### src/rtl/fwd_ctrl_unit_pkg.sv
// ---------------------------------------------------------------------------
// fwd_pkg
// Shared definitions for the forwarding/hazard controller and the EX-stage
// operand muxes that consume its select codes.
//   FWD_SEL_*      : operand mux select encoding (2'b11 is never driven)
//   DEF_REG_ADDR_W : default register-index width
//   stage_rec_t    : MEM/WB shadow record {valid, rd, reg_write}
//   ex_rec_t       : EX shadow record, adds rs1/rs2/mem_read
//   rec_hits()     : true when a record produces register rs (x0 excluded)
// ---------------------------------------------------------------------------
package fwd_pkg;

    localparam logic [1:0] FWD_SEL_RF  = 2'b00;
    localparam logic [1:0] FWD_SEL_WB  = 2'b01;
    localparam logic [1:0] FWD_SEL_MEM = 2'b10;

    localparam int unsigned DEF_REG_ADDR_W = 5;

    typedef struct packed {
        logic                      valid;
        logic [DEF_REG_ADDR_W-1:0] rd;
        logic                      reg_write;
    } stage_rec_t;

    typedef struct packed {
        logic                      valid;
        logic [DEF_REG_ADDR_W-1:0] rd;
        logic                      reg_write;
        logic [DEF_REG_ADDR_W-1:0] rs1;
        logic [DEF_REG_ADDR_W-1:0] rs2;
        logic                      mem_read;
    } ex_rec_t;

    function automatic logic rec_hits(input stage_rec_t rec,
                                      input logic [DEF_REG_ADDR_W-1:0] rs);
        return rec.valid && rec.reg_write && (rec.rd != '0) && (rec.rd == rs);
    endfunction

endpackage

### src/rtl/fwd_ctrl_unit_if.sv
// ---------------------------------------------------------------------------
// fwd_ctrl_unit_if
// Bundle between the ID/EX pipeline control and the forwarding controller.
//   master : drives pipe_en, flush and the ID-stage instruction fields,
//            receives fwd_sel_a/b, stall (and stall_cnt)
//   slave  : the forwarding controller side
// Optional: FWD_STALL_CNT_EN adds the CNT_W-bit stall_cnt signal.
// ---------------------------------------------------------------------------
interface fwd_ctrl_unit_if
    import fwd_pkg::*;
#(
    parameter int unsigned REG_ADDR_W = DEF_REG_ADDR_W,
    parameter int unsigned CNT_W      = 32
);
    logic                  pipe_en;
    logic                  flush;
    logic                  id_valid;
    logic [REG_ADDR_W-1:0] id_rs1;
    logic [REG_ADDR_W-1:0] id_rs2;
    logic [REG_ADDR_W-1:0] id_rd;
    logic                  id_reg_write;
    logic                  id_mem_read;
    logic [1:0]            fwd_sel_a;
    logic [1:0]            fwd_sel_b;
    logic                  stall;

`ifdef FWD_STALL_CNT_EN
    logic [CNT_W-1:0]      stall_cnt;

    modport master (
        output pipe_en, flush, id_valid, id_rs1, id_rs2, id_rd,
               id_reg_write, id_mem_read,
        input  fwd_sel_a, fwd_sel_b, stall, stall_cnt
    );

    modport slave (
        input  pipe_en, flush, id_valid, id_rs1, id_rs2, id_rd,
               id_reg_write, id_mem_read,
        output fwd_sel_a, fwd_sel_b, stall, stall_cnt
    );
`else
    localparam int unsigned unused_cnt_w = CNT_W;

    modport master (
        output pipe_en, flush, id_valid, id_rs1, id_rs2, id_rd,
               id_reg_write, id_mem_read,
        input  fwd_sel_a, fwd_sel_b, stall
    );

    modport slave (
        input  pipe_en, flush, id_valid, id_rs1, id_rs2, id_rd,
               id_reg_write, id_mem_read,
        output fwd_sel_a, fwd_sel_b, stall
    );
`endif

endinterface

### src/rtl/fwd_ctrl_unit_sel_logic.sv
// ---------------------------------------------------------------------------
// fwd_sel_logic
// Combinational select for one EX operand mux.
//   i_ex_valid : EX holds a real instruction
//   i_ex_rs    : EX source register for this operand
//   i_mem      : MEM shadow record
//   i_wb       : WB shadow record
//   o_sel      : FWD_SEL_MEM / FWD_SEL_WB / FWD_SEL_RF
// MEM is checked first: it holds the younger producer of the same register.
// ---------------------------------------------------------------------------
module fwd_sel_logic
    import fwd_pkg::*;
(
    input  logic                      i_ex_valid,
    input  logic [DEF_REG_ADDR_W-1:0] i_ex_rs,
    input  stage_rec_t                i_mem,
    input  stage_rec_t                i_wb,
    output logic [1:0]                o_sel
);

    always_comb begin
        o_sel = FWD_SEL_RF;
        if (i_ex_valid) begin
            if (rec_hits(i_mem, i_ex_rs)) begin
                o_sel = FWD_SEL_MEM;
            end else if (rec_hits(i_wb, i_ex_rs)) begin
                o_sel = FWD_SEL_WB;
            end
        end
    end

endmodule

### src/rtl/fwd_ctrl_unit.sv
// ---------------------------------------------------------------------------
// fwd_ctrl_unit
// Forwarding and load-use hazard controller for the 5-stage pipeline.
// Keeps shadow records of the instructions in EX, MEM and WB and derives the
// EX operand mux selects and the ID-stage stall request from them.
//   clk : rising-edge clock
//   rst : synchronous, active-high reset (overrides pipe_en)
//   bus : fwd_ctrl_unit_if.slave
//         in  pipe_en, flush, id_valid, id_rs1, id_rs2, id_rd,
//             id_reg_write, id_mem_read
//         out fwd_sel_a, fwd_sel_b, stall, stall_cnt (FWD_STALL_CNT_EN only)
// Optional: define FWD_STALL_CNT_EN for the wrapping stall-cycle counter.
// ---------------------------------------------------------------------------
module fwd_ctrl_unit
    import fwd_pkg::*;
#(
    parameter int unsigned REG_ADDR_W = DEF_REG_ADDR_W,
    parameter int unsigned CNT_W      = 32
)
(
    input  logic            clk,
    input  logic            rst,
    fwd_ctrl_unit_if.slave  bus
);

    ex_rec_t    r_ex;
    stage_rec_t r_mem;
    stage_rec_t r_wb;

    logic                  w_stall;
    logic [1:0]            w_sel_a;
    logic [1:0]            w_sel_b;
    logic [REG_ADDR_W-1:0] w_id_rs1;
    logic [REG_ADDR_W-1:0] w_id_rs2;
    logic [REG_ADDR_W-1:0] w_id_rd;

    assign w_id_rs1 = bus.id_rs1;
    assign w_id_rs2 = bus.id_rs2;
    assign w_id_rd  = bus.id_rd;

    // Load in EX whose destination is read by the real instruction in ID.
    assign w_stall = r_ex.valid && r_ex.mem_read && (r_ex.rd != '0) &&
                     bus.id_valid &&
                     ((r_ex.rd == w_id_rs1) || (r_ex.rd == w_id_rs2));

    always_ff @(posedge clk) begin
        if (rst) begin
            r_ex  <= '0;
            r_mem <= '0;
            r_wb  <= '0;
        end else if (bus.pipe_en) begin
            r_wb  <= r_mem;
            r_mem <= '{valid: r_ex.valid, rd: r_ex.rd, reg_write: r_ex.reg_write};
            // Stall and flush both just insert one bubble into EX.
            if (w_stall || bus.flush) begin
                r_ex <= '0;
            end else begin
                r_ex <= '{valid:     bus.id_valid,
                          rd:        w_id_rd,
                          reg_write: bus.id_reg_write,
                          rs1:       w_id_rs1,
                          rs2:       w_id_rs2,
                          mem_read:  bus.id_mem_read};
            end
        end
    end

    fwd_sel_logic u_sel_a (
        .i_ex_valid (r_ex.valid),
        .i_ex_rs    (r_ex.rs1),
        .i_mem      (r_mem),
        .i_wb       (r_wb),
        .o_sel      (w_sel_a)
    );

    fwd_sel_logic u_sel_b (
        .i_ex_valid (r_ex.valid),
        .i_ex_rs    (r_ex.rs2),
        .i_mem      (r_mem),
        .i_wb       (r_wb),
        .o_sel      (w_sel_b)
    );

    assign bus.fwd_sel_a = w_sel_a;
    assign bus.fwd_sel_b = w_sel_b;
    assign bus.stall     = w_stall;

`ifdef FWD_STALL_CNT_EN
    logic [CNT_W-1:0] r_stall_cnt;

    always_ff @(posedge clk) begin
        if (rst) begin
            r_stall_cnt <= '0;
        end else if (bus.pipe_en && w_stall) begin
            r_stall_cnt <= r_stall_cnt + 1'b1;
        end
    end

    assign bus.stall_cnt = r_stall_cnt;
`else
    localparam int unsigned unused_cnt_w = CNT_W;
`endif

endmodule

### src/flat_wrapper.sv
// flat-port wrapper written by rule: the top's interface ports become plain ports
module fwd_ctrl_unit_flat import fwd_pkg::*;
#(
    parameter int unsigned REG_ADDR_W = DEF_REG_ADDR_W,
    parameter int unsigned CNT_W      = 32
)
  (clk, rst, bus_pipe_en, bus_flush, bus_id_valid, bus_id_rs1, bus_id_rs2, bus_id_rd, bus_id_reg_write, bus_id_mem_read, bus_fwd_sel_a, bus_fwd_sel_b, bus_stall);
  fwd_ctrl_unit_if #(.REG_ADDR_W(REG_ADDR_W), .CNT_W(CNT_W)) bus_i ();
  input  logic clk;
  input  logic rst;
  input wire logic [$bits(bus_i.pipe_en)-1:0] bus_pipe_en;
  input wire logic [$bits(bus_i.flush)-1:0] bus_flush;
  input wire logic [$bits(bus_i.id_valid)-1:0] bus_id_valid;
  input wire logic [$bits(bus_i.id_rs1)-1:0] bus_id_rs1;
  input wire logic [$bits(bus_i.id_rs2)-1:0] bus_id_rs2;
  input wire logic [$bits(bus_i.id_rd)-1:0] bus_id_rd;
  input wire logic [$bits(bus_i.id_reg_write)-1:0] bus_id_reg_write;
  input wire logic [$bits(bus_i.id_mem_read)-1:0] bus_id_mem_read;
  output wire logic [$bits(bus_i.fwd_sel_a)-1:0] bus_fwd_sel_a;
  output wire logic [$bits(bus_i.fwd_sel_b)-1:0] bus_fwd_sel_b;
  output wire logic [$bits(bus_i.stall)-1:0] bus_stall;
  assign bus_i.pipe_en = bus_pipe_en;
  assign bus_i.flush = bus_flush;
  assign bus_i.id_valid = bus_id_valid;
  assign bus_i.id_rs1 = bus_id_rs1;
  assign bus_i.id_rs2 = bus_id_rs2;
  assign bus_i.id_rd = bus_id_rd;
  assign bus_i.id_reg_write = bus_id_reg_write;
  assign bus_i.id_mem_read = bus_id_mem_read;
  assign bus_fwd_sel_a = bus_i.fwd_sel_a;
  assign bus_fwd_sel_b = bus_i.fwd_sel_b;
  assign bus_stall = bus_i.stall;
  fwd_ctrl_unit #(.REG_ADDR_W(REG_ADDR_W), .CNT_W(CNT_W)) u_core (.clk(clk), .rst(rst), .bus(bus_i));
endmodule
### config.mk
export PLATFORM = sky130hd
export DESIGN_NAME = fwd_ctrl_unit_flat
export DESIGN_NICKNAME = d
export VERILOG_FILES = /design/src/rtl/fwd_ctrl_unit_pkg.sv /design/src/rtl/fwd_ctrl_unit_if.sv /design/src/rtl/fwd_ctrl_unit_sel_logic.sv /design/src/rtl/fwd_ctrl_unit.sv /design/src/flat_wrapper.sv
export SDC_FILE = /design/constraint.sdc
export NUM_CORES = 1
export LEC_CHECK = 0
export BUFFER_PORTS_ARGS = -buffer_cell sky130_fd_sc_hd__buf_2
export CORE_ASPECT_RATIO = 0.7
export CORE_UTILIZATION = 50
export DETAILED_ROUTE_END_ITERATION = 10
export PLACE_DENSITY = 0.85
export SLEW_MARGIN = 20
export SYNTH_ARGS = -nofsm -noshare
export SYNTH_HDL_FRONTEND = slang
export SYNTH_SLANG_ARGS = --single-unit
### constraint.sdc
create_clock -name clk -period 1.8 [get_ports clk]
set_input_delay 0.36 -clock clk [delete_from_list [all_inputs] [get_ports clk]]
set_output_delay 0.36 -clock clk [all_outputs]
set_load 0.1 [all_outputs]
==> results of run 1 <==
## area by class of cell
cell class | instances | area share, %
Sequential cell | 32 | 29.36
Tap cell | 38 | 2.086
Multi-Input combinational cell | 117 | 44.95
Clock inverter | 1 | 0.2195
Timing Repair Buffer | 50 | 17.23
Inverter | 18 | 2.964
Clock buffer | 6 | 3.183
## worst min-delay path: stages
cell                       delay (ns)
sky130_fd_sc_hd__buf_2           0.09
sky130_fd_sc_hd__nand3b_1        0.07
sky130_fd_sc_hd__o32ai_1         0.06
## metrics by stage
stage / setup WS (ns) / utilization [%]
2_1_floorplan: -0.6799 / -
3_3_place_gp: -0.2297 / 65.34
3_5_place_dp: -0.2425 / 65.34
4_1_cts: -0.4531 / 70.67
5_1_grt: -0.5263 / 72.42
6_report: -0.4563 / 72.42
## kinds of logic (layout without fill, tap and decap cells)
logic type	Yosys count	after routing	synth area share, %
multiplexers	14	14	8.517
flip-flops	32	32	38.94
buffers and inverters	29	75	7.148
AO/OA/AOI/OAI	22	22	11.94
XOR/XNOR	30	30	15.97
AND/OR/NAND/NOR	51	51	17.49
## timing repair
action                     4_1_cts  5_1_grt
setup buffers                    1        0
hold buffers                     0        0
setup endpoints to repair        5        5
gates resized for setup         17       13
pin swaps                       11        6
cloned                           0        0
## layout by cell type, fill, tap and decap left out
| cell | count |
|---|---|
| sky130_fd_sc_hd__buf_4 | 22 |
| sky130_fd_sc_hd__buf_2 | 21 |
| sky130_fd_sc_hd__dfxtp_1 | 19 |
| sky130_fd_sc_hd__xor2_1 | 18 |
| sky130_fd_sc_hd__inv_1 | 18 |
| sky130_fd_sc_hd__o32ai_1 | 18 |
| sky130_fd_sc_hd__nor2_1 | 15 |
| sky130_fd_sc_hd__nand3_1 | 14 |
| sky130_fd_sc_hd__mux2i_1 | 14 |
| sky130_fd_sc_hd__xnor2_1 | 8 |
| sky130_fd_sc_hd__dfxtp_2 | 8 |
| sky130_fd_sc_hd__nand3b_1 | 7 |
| sky130_fd_sc_hd__clkbuf_8 | 5 |
| sky130_fd_sc_hd__buf_12 | 5 |
| sky130_fd_sc_hd__dfxtp_4 | 5 |
| sky130_fd_sc_hd__or4_4 | 4 |
| sky130_fd_sc_hd__nor4_4 | 4 |
| sky130_fd_sc_hd__nor3_2 | 2 |
| sky130_fd_sc_hd__xnor2_2 | 2 |
| sky130_fd_sc_hd__and2_4 | 2 |
| sky130_fd_sc_hd__buf_6 | 2 |
| sky130_fd_sc_hd__xor2_2 | 1 |
| sky130_fd_sc_hd__nand4_1 | 1 |
| sky130_fd_sc_hd__o2111ai_1 | 1 |
| sky130_fd_sc_hd__a21oi_2 | 1 |
| sky130_fd_sc_hd__o211ai_4 | 1 |
| sky130_fd_sc_hd__o2111ai_2 | 1 |
| sky130_fd_sc_hd__xor2_4 | 1 |
| sky130_fd_sc_hd__nand3_2 | 1 |
| sky130_fd_sc_hd__nor2b_1 | 1 |
| sky130_fd_sc_hd__clkbuf_1 | 1 |
| sky130_fd_sc_hd__clkinv_2 | 1 |
## registers in the layout, indices dropped and copies added (netlist names)
| register | flops |
|---|---|
| u_core.r_ex | 18 |
| u_core.r_mem | 7 |
| u_core.r_wb | 7 |
## worst paths after layout
path                           startpoint                            to  slack, ns
max           u_core.r_ex[7]$_SDFFE_PP0P_              bus_fwd_sel_a[0]      -0.46
min                          bus_id_rd[1]  u_core.r_ex[13]$_SDFFE_PP0P_       0.34
max reg2reg  u_core.r_ex[16]$_SDFFE_PP0P_   u_core.r_ex[1]$_SDFFE_PP0P_       0.25
min reg2reg  u_core.r_ex[11]$_SDFFE_PP0P_  u_core.r_ex[11]$_SDFFE_PP0P_       0.47
## power by group through the flow
stage | combinational [mW] | clock (mW) | sequential (mW)
after CTS | 0.192 | 0.516 | 0.751
after detailed placement | 0.178 | 0 | 0.768
after global placement | 0.175 | 0 | 0.767
final | 0.203 | 0.507 | 0.750
after global routing | 0.221 | 0.550 | 0.752
after floorplan | 0.106 | 0 | 0.765
## layer usage
layer	vias up	GRT usage, %	wire (um)
met1	681	35.47	1960
met4	0	7.000	42
met2	40	37.54	1861
li1	721	-	-
met3	4	7.362	208
met5	-	0	0
==> tab_implementation.tex, run 1 <==
\begin{tabular}{lr}
\hline
Metric & Value \\
\hline
\multicolumn{2}{l}{\textbf{Critical path}} \\
\quad Critical path's slowest cell & sky130\_fd\_sc\_hd\_\_or4\_4 \\
\quad Number of buffers and inverters on the critical path & 1 \\
\quad Maximum single-stage delay on the critical path & 0.53 ns \\
\quad R2r worst-path depth & 6 \\
\quad Crit. path cell count & 4 \\
\quad Category of the worst setup path capture point & output pin \\
\quad Critical path class & flip-flop to output pin \\
\quad Endpoint required time on the critical path & 1.44 ns \\
\quad Dominant delay contributor by cell family on the critical path & simple AND/OR/NAND/NOR gates \\
\quad Crit path launch type & flip-flop \\
\quad Cells traversed along the worst timing path & xor2\_1, or4\_4, nor4\_4, buf\_12 \\
\quad CP arrival & around 1.9 ns \\
\quad Critical path fanouts, max & 3 \\
\multicolumn{2}{l}{\textbf{Layout}} \\
\quad Final Instance Count excl. Fillers & 262 \\
\quad Count of filler cells inserted in the layout & approximately 230 \\
\quad Post-layout instance area & 2280 sq um \\
\quad Antenna diode instance count & 0 \\
\quad NumNets Final & 246 \\
\quad Register area & 669.4 sq um \\
\quad Area growth, synth to finish & 38.56\% \\
\quad Area occupied by multi-input gates & 1025 sq um \\
\quad Ratio of cells with drive above 1 in the final layout & 39.73\% \\
\multicolumn{2}{l}{\textbf{Floorplan}} \\
\quad Die outline area & between 3000 and 4000 sq um \\
\quad Die extent in x & 70.57 um \\
\quad Starting density of the core & 52.27\% \\
\quad Vertical extent of the die & around 50 um \\
\quad I/O Pins & 27 \\
\quad Number of standard-cell rows in the floorplan & 17 \\
\quad Core area & 3148 sq um \\
\multicolumn{2}{l}{\textbf{Clock network}} \\
\quad Clock latency of the later-clocked register in the worst-skew pair & about 0.29 ns \\
\quad Total clock buffers created by CTS & 5 \\
\quad CTS H-tree depth & 2 \\
\quad Number of buffers on the longest clock path & 2 \\
\quad CTS tree & done \\
\quad Clk root buf & sky130\_fd\_sc\_hd\_\_clkbuf\_8 \\
\quad Clock slew at the register clock pins of the worst setup and hold paths & roughly 0.060 ns \\
\quad Count of clock tree sinks & 32 \\
\multicolumn{2}{l}{\textbf{Timing}} \\
\quad Headroom to the max-slew limit & 66.56\% \\
\quad Unrepaired setup endpoints after global routing & yes \\
\quad Largest clock skew in the final design & about 0.0043 ns \\
\quad Period Utilization, post-route & 125.4\% \\
\quad Final number of setup-violating endpoints & 5 \\
\quad Total negative slack for setup checks & -1.677 ns \\
\quad Final-report hold violation count & 0 \\
\quad Fmax & about 440 MHz \\
\quad Post-route setup slack & -0.4563 ns \\
\quad Min Clock Period, post-route & 2.256 ns \\
\quad Actual transition at the worst max-transition pin & 0.5006 ns \\
\quad Worst slack on hold paths & $\sim$0.34 ns \\
\quad Total count of max-transition violations in the final report & 0 \\
\multicolumn{2}{l}{\textbf{Logic synthesis}} \\
\quad Fraction of synthesis flops using an asynchronous set or reset pin & 0\% \\
\quad Mean instance size in the synthesized netlist & 9.243 sq um \\
\quad Net Count, Synth & 200 \\
\quad Most frequent cells after synthesis & 32 x sky130\_fd\_sc\_hd\_\_dfxtp\_1, 20 x sky130\_fd\_sc\_hd\_\_xor2\_1, 18 x sky130\_fd\_sc\_hd\_\_inv\_1, 18 x sky130\_fd\_sc\_hd\_\_o32ai\_1 \\
\quad Number of different library cells in the post-synthesis netlist & 24 \\
\quad Biggest area consumer among synthesized cells & sky130\_fd\_sc\_hd\_\_dfxtp\_1 \\
\quad Cell with the most instances after synthesis & sky130\_fd\_sc\_hd\_\_dfxtp\_1 \\
\quad Sequential share of the synthesized area & 38.94\% \\
\quad Top area cells in the synthesized netlist & sky130\_fd\_sc\_hd\_\_dfxtp\_1 39\%, sky130\_fd\_sc\_hd\_\_xor2\_1 11\%, sky130\_fd\_sc\_hd\_\_o32ai\_1 9.6\% \\
\quad Number of enable flip-flop cells after synthesis & 0 \\
\quad Mapped Cells & around 180 \\
\quad Combined area of all synthesized cells & around 1600 sq um \\
\quad Register bit total from synthesis & 32 \\
\quad Area share of the leading cell type in the synthesized netlist & 38.94\% \\
\quad Flip-flop cell with the highest count after synthesis & sky130\_fd\_sc\_hd\_\_dfxtp\_1 \\
\quad Yosys warns & 0 \\
\multicolumn{2}{l}{\textbf{Power}} \\
\quad Power per Cell Area & around 640 nW/um\^{}2 \\
\quad Internal Pwr Total & 1.082 mW \\
\quad Leak pwr & 0.9554 nW \\
\quad Relative contribution of combinational cells to total power & 13.9\% \\
\quad Switching power & 0.3782 mW \\
\quad Net Sw Frac & 25.90\% \\
\quad Maximum VDD drop & 0.4527 mV \\
\quad Final total power & 1.460 mW \\
\quad Register share of total power & approximately 51\% \\
\quad Power share of the clock group & 34.7\% \\
\multicolumn{2}{l}{\textbf{Global route}} \\
\quad First-pass GRT wire length & 6644 um \\
\quad Vias in the first global route & 1344 \\
\quad Total grt overflow & 0 \\
\quad Maximum number of pins on one net before global-route repair & 23 \\
\quad Tot GR Track Use & between 20\% and 30\% \\
\quad Antenna violations before repair & 0 \\
\multicolumn{2}{l}{\textbf{Hold path}} \\
\quad Hold path cells & 3 \\
\quad Path category of the worst min-delay check & primary input to flip-flop \\
\multicolumn{2}{l}{\textbf{Run}} \\
\quad Max-capacitance violation count & 0 \\
\multicolumn{2}{l}{\textbf{Status}} \\
\quad Violated checks & DRC, setup timing \\
\quad Outcome & finished, violations left \\
\multicolumn{2}{l}{\textbf{Place}} \\
\quad Post-DP Area & between 2000 and 2500 sq um \\
\quad Number of port buffers & 26 \\
\quad Final HPWL from detailed placement & 2967 um \\
\quad Placer congestion estimate & 0.9151 \\
\quad Number of cells after detailed placement & 254 \\
\multicolumn{2}{l}{\textbf{Route}} \\
\quad Detailed Route WL & 4072 um \\
\quad Residual DRC count & 4 \\
\quad Count of vias placed by the detailed router & between 1000 and 1500 \\
\quad DRT iter0 DRCs & between 40 and 50 \\
\quad Detailed Routing Iterations Pass 1 & 7 \\
\quad Ratio of routed vias to standard cells & around 5.5 \\
\quad ANT nets after route & 0 \\
\quad Wire length per cell after detailed routing & 15.54 um \\
\hline
\end{tabular}
Power figures use the tool's default switching activity.
==> inputs of run 2 (changes only) <==
ABC_AREA = 1   (was not set)
CORE_ASPECT_RATIO = 0.6   (was 0.7)
CORE_UTILIZATION = 51   (was 50)
==> tab_implementation.tex, run 2 <==
\begin{tabular}{lr}
\hline
Metric & Value \\
\hline
\multicolumn{2}{l}{\textbf{Status}} \\
\quad Outcome & finished, violations left \\
\quad Violated checks & setup timing \\
\multicolumn{2}{l}{\textbf{Layout}} \\
\quad Regs by FF count & u\_core.r\_ex x18, u\_core.r\_mem x7, u\_core.r\_wb x7 \\
\quad Leading cell type in the layout, fill and taps excluded & sky130\_fd\_sc\_hd\_\_nand2\_1 \\
\quad Antenna diode instance count & 0 (unchanged) \\
\quad Register area & 684.4 sq um (+2.2\%) \\
\quad Ratio of cells with drive above 1 in the final layout & 31.79\% (-7.9 points) \\
\quad NumNets Final & 323 (+31\%) \\
\quad Area growth, synth to finish & 24.38\% \\
\quad Flip-flop count of the largest register after layout & 18 (unchanged) \\
\quad Area occupied by multi-input gates & 1076 sq um (+5.0\%) \\
\quad Final Instance Count excl. Fillers & 347 (+32\%) \\
\quad Top library cells by usage in the layout, fill and taps aside & 69 x sky130\_fd\_sc\_hd\_\_nand2\_1, 34 x sky130\_fd\_sc\_hd\_\_inv\_1, 23 x sky130\_fd\_sc\_hd\_\_nor2\_1 \\
\quad Count of filler cells inserted in the layout & 285 (+26\%) \\
\quad Register with the highest flop count & u\_core.r\_ex \\
\quad Post-layout instance area & 2336 sq um (+2.5\%) \\
\multicolumn{2}{l}{\textbf{Critical path}} \\
\quad Dominant delay contributor by cell family on the critical path & simple AND/OR/NAND/NOR gates \\
\quad Category of the worst setup path capture point & output pin \\
\quad Maximum single-stage delay on the critical path & 0.37 ns (-0.16 ns) \\
\quad Worst reg2reg startpoint & u\_core.r\_ex[14]\$\_SDFFE\_PP0P\_ \\
\quad Critical path class & flip-flop to output pin \\
\quad Library cell appearing most often on the critical path & sky130\_fd\_sc\_hd\_\_nand3\_1 \\
\quad Cells traversed along the worst timing path & nor3\_2, nand2\_1, nand3\_1, inv\_2, nand4\_1, nand3\_1, nor2\_4, buf\_12 \\
\quad Number of buffers and inverters on the critical path & 2 (+1) \\
\quad Critical path fanouts, max & 5 (+2) \\
\quad CP arrival & 1.56 ns (-0.34 ns) \\
\quad Origin of the worst setup path & u\_core.r\_mem[2]\$\_SDFFE\_PP0P\_ \\
\quad Endpoint required time on the critical path & 1.44 ns (about the same) \\
\quad Critical path's slowest cell & sky130\_fd\_sc\_hd\_\_dfxtp\_4 \\
\quad Crit path launch type & flip-flop \\
\multicolumn{2}{l}{\textbf{Place}} \\
\quad Number of cells after detailed placement & 338 (+33\%) \\
\quad Final HPWL from detailed placement & 3082 um (+3.9\%) \\
\quad Post-DP Area & 2152 sq um (+4.6\%) \\
\quad Placer congestion estimate & 0.9088 (-0.69\%) \\
\quad Number of port buffers & 26 (unchanged) \\
\multicolumn{2}{l}{\textbf{Logic synthesis}} \\
\quad Fraction of synthesis flops using an asynchronous set or reset pin & 0\% (unchanged) \\
\quad Net Count, Synth & 294 (+47\%) \\
\quad Mapped Cells & 272 (+53\%) \\
\quad Most frequent cells after synthesis & 69 x sky130\_fd\_sc\_hd\_\_nand2\_1, 40 x sky130\_fd\_sc\_hd\_\_inv\_1, 32 x sky130\_fd\_sc\_hd\_\_dfxtp\_1 \\
\quad Combinational family with the most area after synthesis & simple AND/OR/NAND/NOR gates \\
\quad Number of different library cells in the post-synthesis netlist & 25 (+4.2\%) \\
\quad Number of enable flip-flop cells after synthesis & 0 (unchanged) \\
\quad Area share of the leading cell type in the synthesized netlist & 34.11\% (-4.8 points) \\
\quad Share of synthesized cell area in and, or, nand and nor gates & 32.64\% (+15 points) \\
\quad Biggest area consumer among synthesized cells & sky130\_fd\_sc\_hd\_\_dfxtp\_1 \\
\quad Sequential share of the synthesized area & 34.11\% (-4.8 points) \\
\quad Compound-Gate Fraction of Synth Area & 12.79\% (+0.85 points) \\
\quad Adder-cell share of the synthesized area & 0\% (unchanged) \\
\quad Cell with the most instances after synthesis & sky130\_fd\_sc\_hd\_\_nand2\_1 \\
\quad Yosys warns & 0 (unchanged) \\
\quad Combined area of all synthesized cells & 1878 sq um (+14\%) \\
\quad Mean instance size in the synthesized netlist & 6.905 sq um (-25\%) \\
\quad Top area cells in the synthesized netlist & sky130\_fd\_sc\_hd\_\_dfxtp\_1 34\%, sky130\_fd\_sc\_hd\_\_nand2\_1 14\%, sky130\_fd\_sc\_hd\_\_inv\_1 8.0\% \\
\quad Multiplexer share of the synthesized area & 0\% (-8.5 points) \\
\quad Register bit total from synthesis & 32 (unchanged) \\
\quad Area share of xor/xnor cells in the synthesized design & 8.394\% (-7.6 points) \\
\quad Flip-flop cell with the highest count after synthesis & sky130\_fd\_sc\_hd\_\_dfxtp\_1 \\
\multicolumn{2}{l}{\textbf{Clock network}} \\
\quad Total clock buffers created by CTS & 5 (unchanged) \\
\quad Total of hold buffers inserted after clock tree synthesis & 0 (unchanged) \\
\quad Clk root buf & sky130\_fd\_sc\_hd\_\_clkbuf\_8 \\
\quad Clock latency of the later-clocked register in the worst-skew pair & 0.29 ns (about the same) \\
\quad CTS H-tree depth & 2 (unchanged) \\
\quad Clock slew at the register clock pins of the worst setup and hold paths & 0.07 ns (about the same) \\
\quad CTS tree & done \\
\quad Count of clock tree sinks & 32 (unchanged) \\
\quad Number of buffers on the longest clock path & 2 (unchanged) \\
\multicolumn{2}{l}{\textbf{Global route}} \\
\quad Vias in the first global route & 1592 (+18\%) \\
\quad First-pass GRT wire length & 7479 um (+13\%) \\
\quad Tot GR Track Use & 25.45\% (+0.24 points) \\
\quad Maximum number of pins on one net before global-route repair & 34 (+48\%) \\
\quad Antenna violations before repair & 0 (unchanged) \\
\quad Total grt overflow & 0 (unchanged) \\
\multicolumn{2}{l}{\textbf{Timing}} \\
\quad Final number of setup-violating endpoints & 5 (unchanged) \\
\quad Fmax & 521.0 MHz (+18\%) \\
\quad Period Utilization, post-route & 106.6\% (-19 points) \\
\quad Unrepaired setup endpoints after global routing & yes \\
\quad Actual transition at the worst max-transition pin & 0.6399 ns (+0.1393 ns) \\
\quad Final-report hold violation count & 0 (unchanged) \\
\quad Total count of max-transition violations in the final report & 0 (unchanged) \\
\quad Post-route setup slack & -0.1193 ns (+0.3370 ns) \\
\quad Largest clock skew in the final design & 0.005051 ns (+0.0007838 ns) \\
\quad Min Clock Period, post-route & 1.919 ns (-0.3370 ns) \\
\quad Headroom to the max-slew limit & 57.08\% (-9.5 points) \\
\multicolumn{2}{l}{\textbf{Route}} \\
\quad Wire length per cell after detailed routing & 12.70 um (-18\%) \\
\quad Residual DRC count & 0 (-4) \\
\quad Ratio of routed vias to standard cells & 5.029 (-8.9\%) \\
\quad Detailed Routing Iterations Pass 1 & 4 (-3) \\
\quad ANT nets after route & 0 (unchanged) \\
\quad Detailed Route WL & 4407 um (+8.2\%) \\
\quad DRT iter0 DRCs & 138 (+220\%) \\
\quad Count of vias placed by the detailed router & 1745 (+21\%) \\
\multicolumn{2}{l}{\textbf{Hold path}} \\
\quad Launch instance of the worst min-delay path & bus\_id\_rd[3] \\
\quad Path category of the worst min-delay check & primary input to flip-flop \\
\multicolumn{2}{l}{\textbf{Floorplan}} \\
\quad Core area & 3383 sq um (+7.5\%) \\
\quad Vertical extent of the die & 49.01 um (-2.0\%) \\
\quad Number of standard-cell rows in the floorplan & 16 (-1) \\
\quad Starting density of the core & 55.51\% (+3.2 points) \\
\quad Die extent in x & 80.34 um (+14\%) \\
\quad Die outline area & 3937 sq um (+12\%) \\
\quad I/O Pins & 27 (unchanged) \\
\multicolumn{2}{l}{\textbf{Power}} \\
\quad Power per Cell Area & 686.5 nW/um\^{}2 (+7.2\%) \\
\quad Leak pwr & 1.116 nW (+17\%) \\
\quad Maximum VDD drop & 0.4823 mV (+6.5\%) \\
\multicolumn{2}{l}{\textbf{Run}} \\
\quad Max-capacitance violation count & 0 (unchanged) \\
\hline
\end{tabular}
run 2: cell types whose count changed after synthesis, sizes merged, moves of 7 or more:
cell	delta
mux2i	-14
nor2	+11
a211oi	+10
xor2	-7
a21oi	+24
nand3b	-7
inv	+22
o32ai	-18
nand3	+12
nand2	+71
run 2: final timing paths:
kind         cells past startpoint                      endpoint  slack [ns]
max reg2reg                     10  u_core.r_ex[10]$_SDFFE_PP0P_        0.32
min reg2reg                      2   u_core.r_wb[6]$_SDFFE_PP0P_        0.47
max                              8              bus_fwd_sel_b[0]       -0.12
min                              5  u_core.r_ex[15]$_SDFFE_PP0P_        0.40
run 2: tightest hold or removal path, cell delays in order:
cell and delay, ns:
sky130_fd_sc_hd__buf_2 0.09, sky130_fd_sc_hd__nand2_1 0.05, sky130_fd_sc_hd__inv_1 0.04, sky130_fd_sc_hd__nand3_2 0.06, sky130_fd_sc_hd__a21oi_2 0.04
run 2: area by class of cell:
type                       instances  area share [%]
sequential                        32           29.30
tap                               45           2.410
timing repair buffer              34           11.36
multi-input combinational        187           46.06
clock inverter                     1          0.3214
inverter                          41           6.856
clock buffer                       7           3.696
run 2: layer usage:
layer,vias to the layer above,track usage [%],wire length [um]
met4,0,8.929,65
met3,7,7.477,289
met5,-,0,0
li1,921,-,-
met1,763,35.63,2146
met2,54,36.86,1905
run 2: through the flow:
step / setup WS [ns] / hold slack, ns / setup TNS (ns) / power (mW) / utilization (%)
6_report: -0.1193 / 0.3954 / -0.3979 / 1.604 / 69.05
3_5_place_dp: 0.1068 / 0.4560 / 0 / 1.019 / 63.61
3_3_place_gp: 0.1627 / 0.4516 / 0 / 1.013 / 63.61
4_1_cts: -0.1436 / 0.3948 / -0.4563 / 1.602 / 67.09
2_1_floorplan: -0.1922 / 0.4385 / -0.3282 / 0.9476 / -
5_1_grt: -0.2170 / 0.4117 / -0.8142 / 1.693 / 69.05
run 2: power breakdown:
| group | switching, mW | internal [mW] |
|---|---|---|
| clock network | 0.276 | 0.310 |
| logic | 0.145 | 0.102 |
| registers | 0.0372 | 0.733 |
run 2: cell families after synthesis:
kind of cell	count (synthesis)
AOI/OAI and AO/OA	36
xor gates and xnor gates	18
buffers and inverters	53
DFF	32
and+or+nand+nor	133
run 2: timing repair:
action | CTS | global route
endpoints found under the setup margin | 5 | 5
gates resized for setup | 17 | 22
pin swaps | 3 | 9
buffers inserted | 0 | 1
cloned | 0 | 0
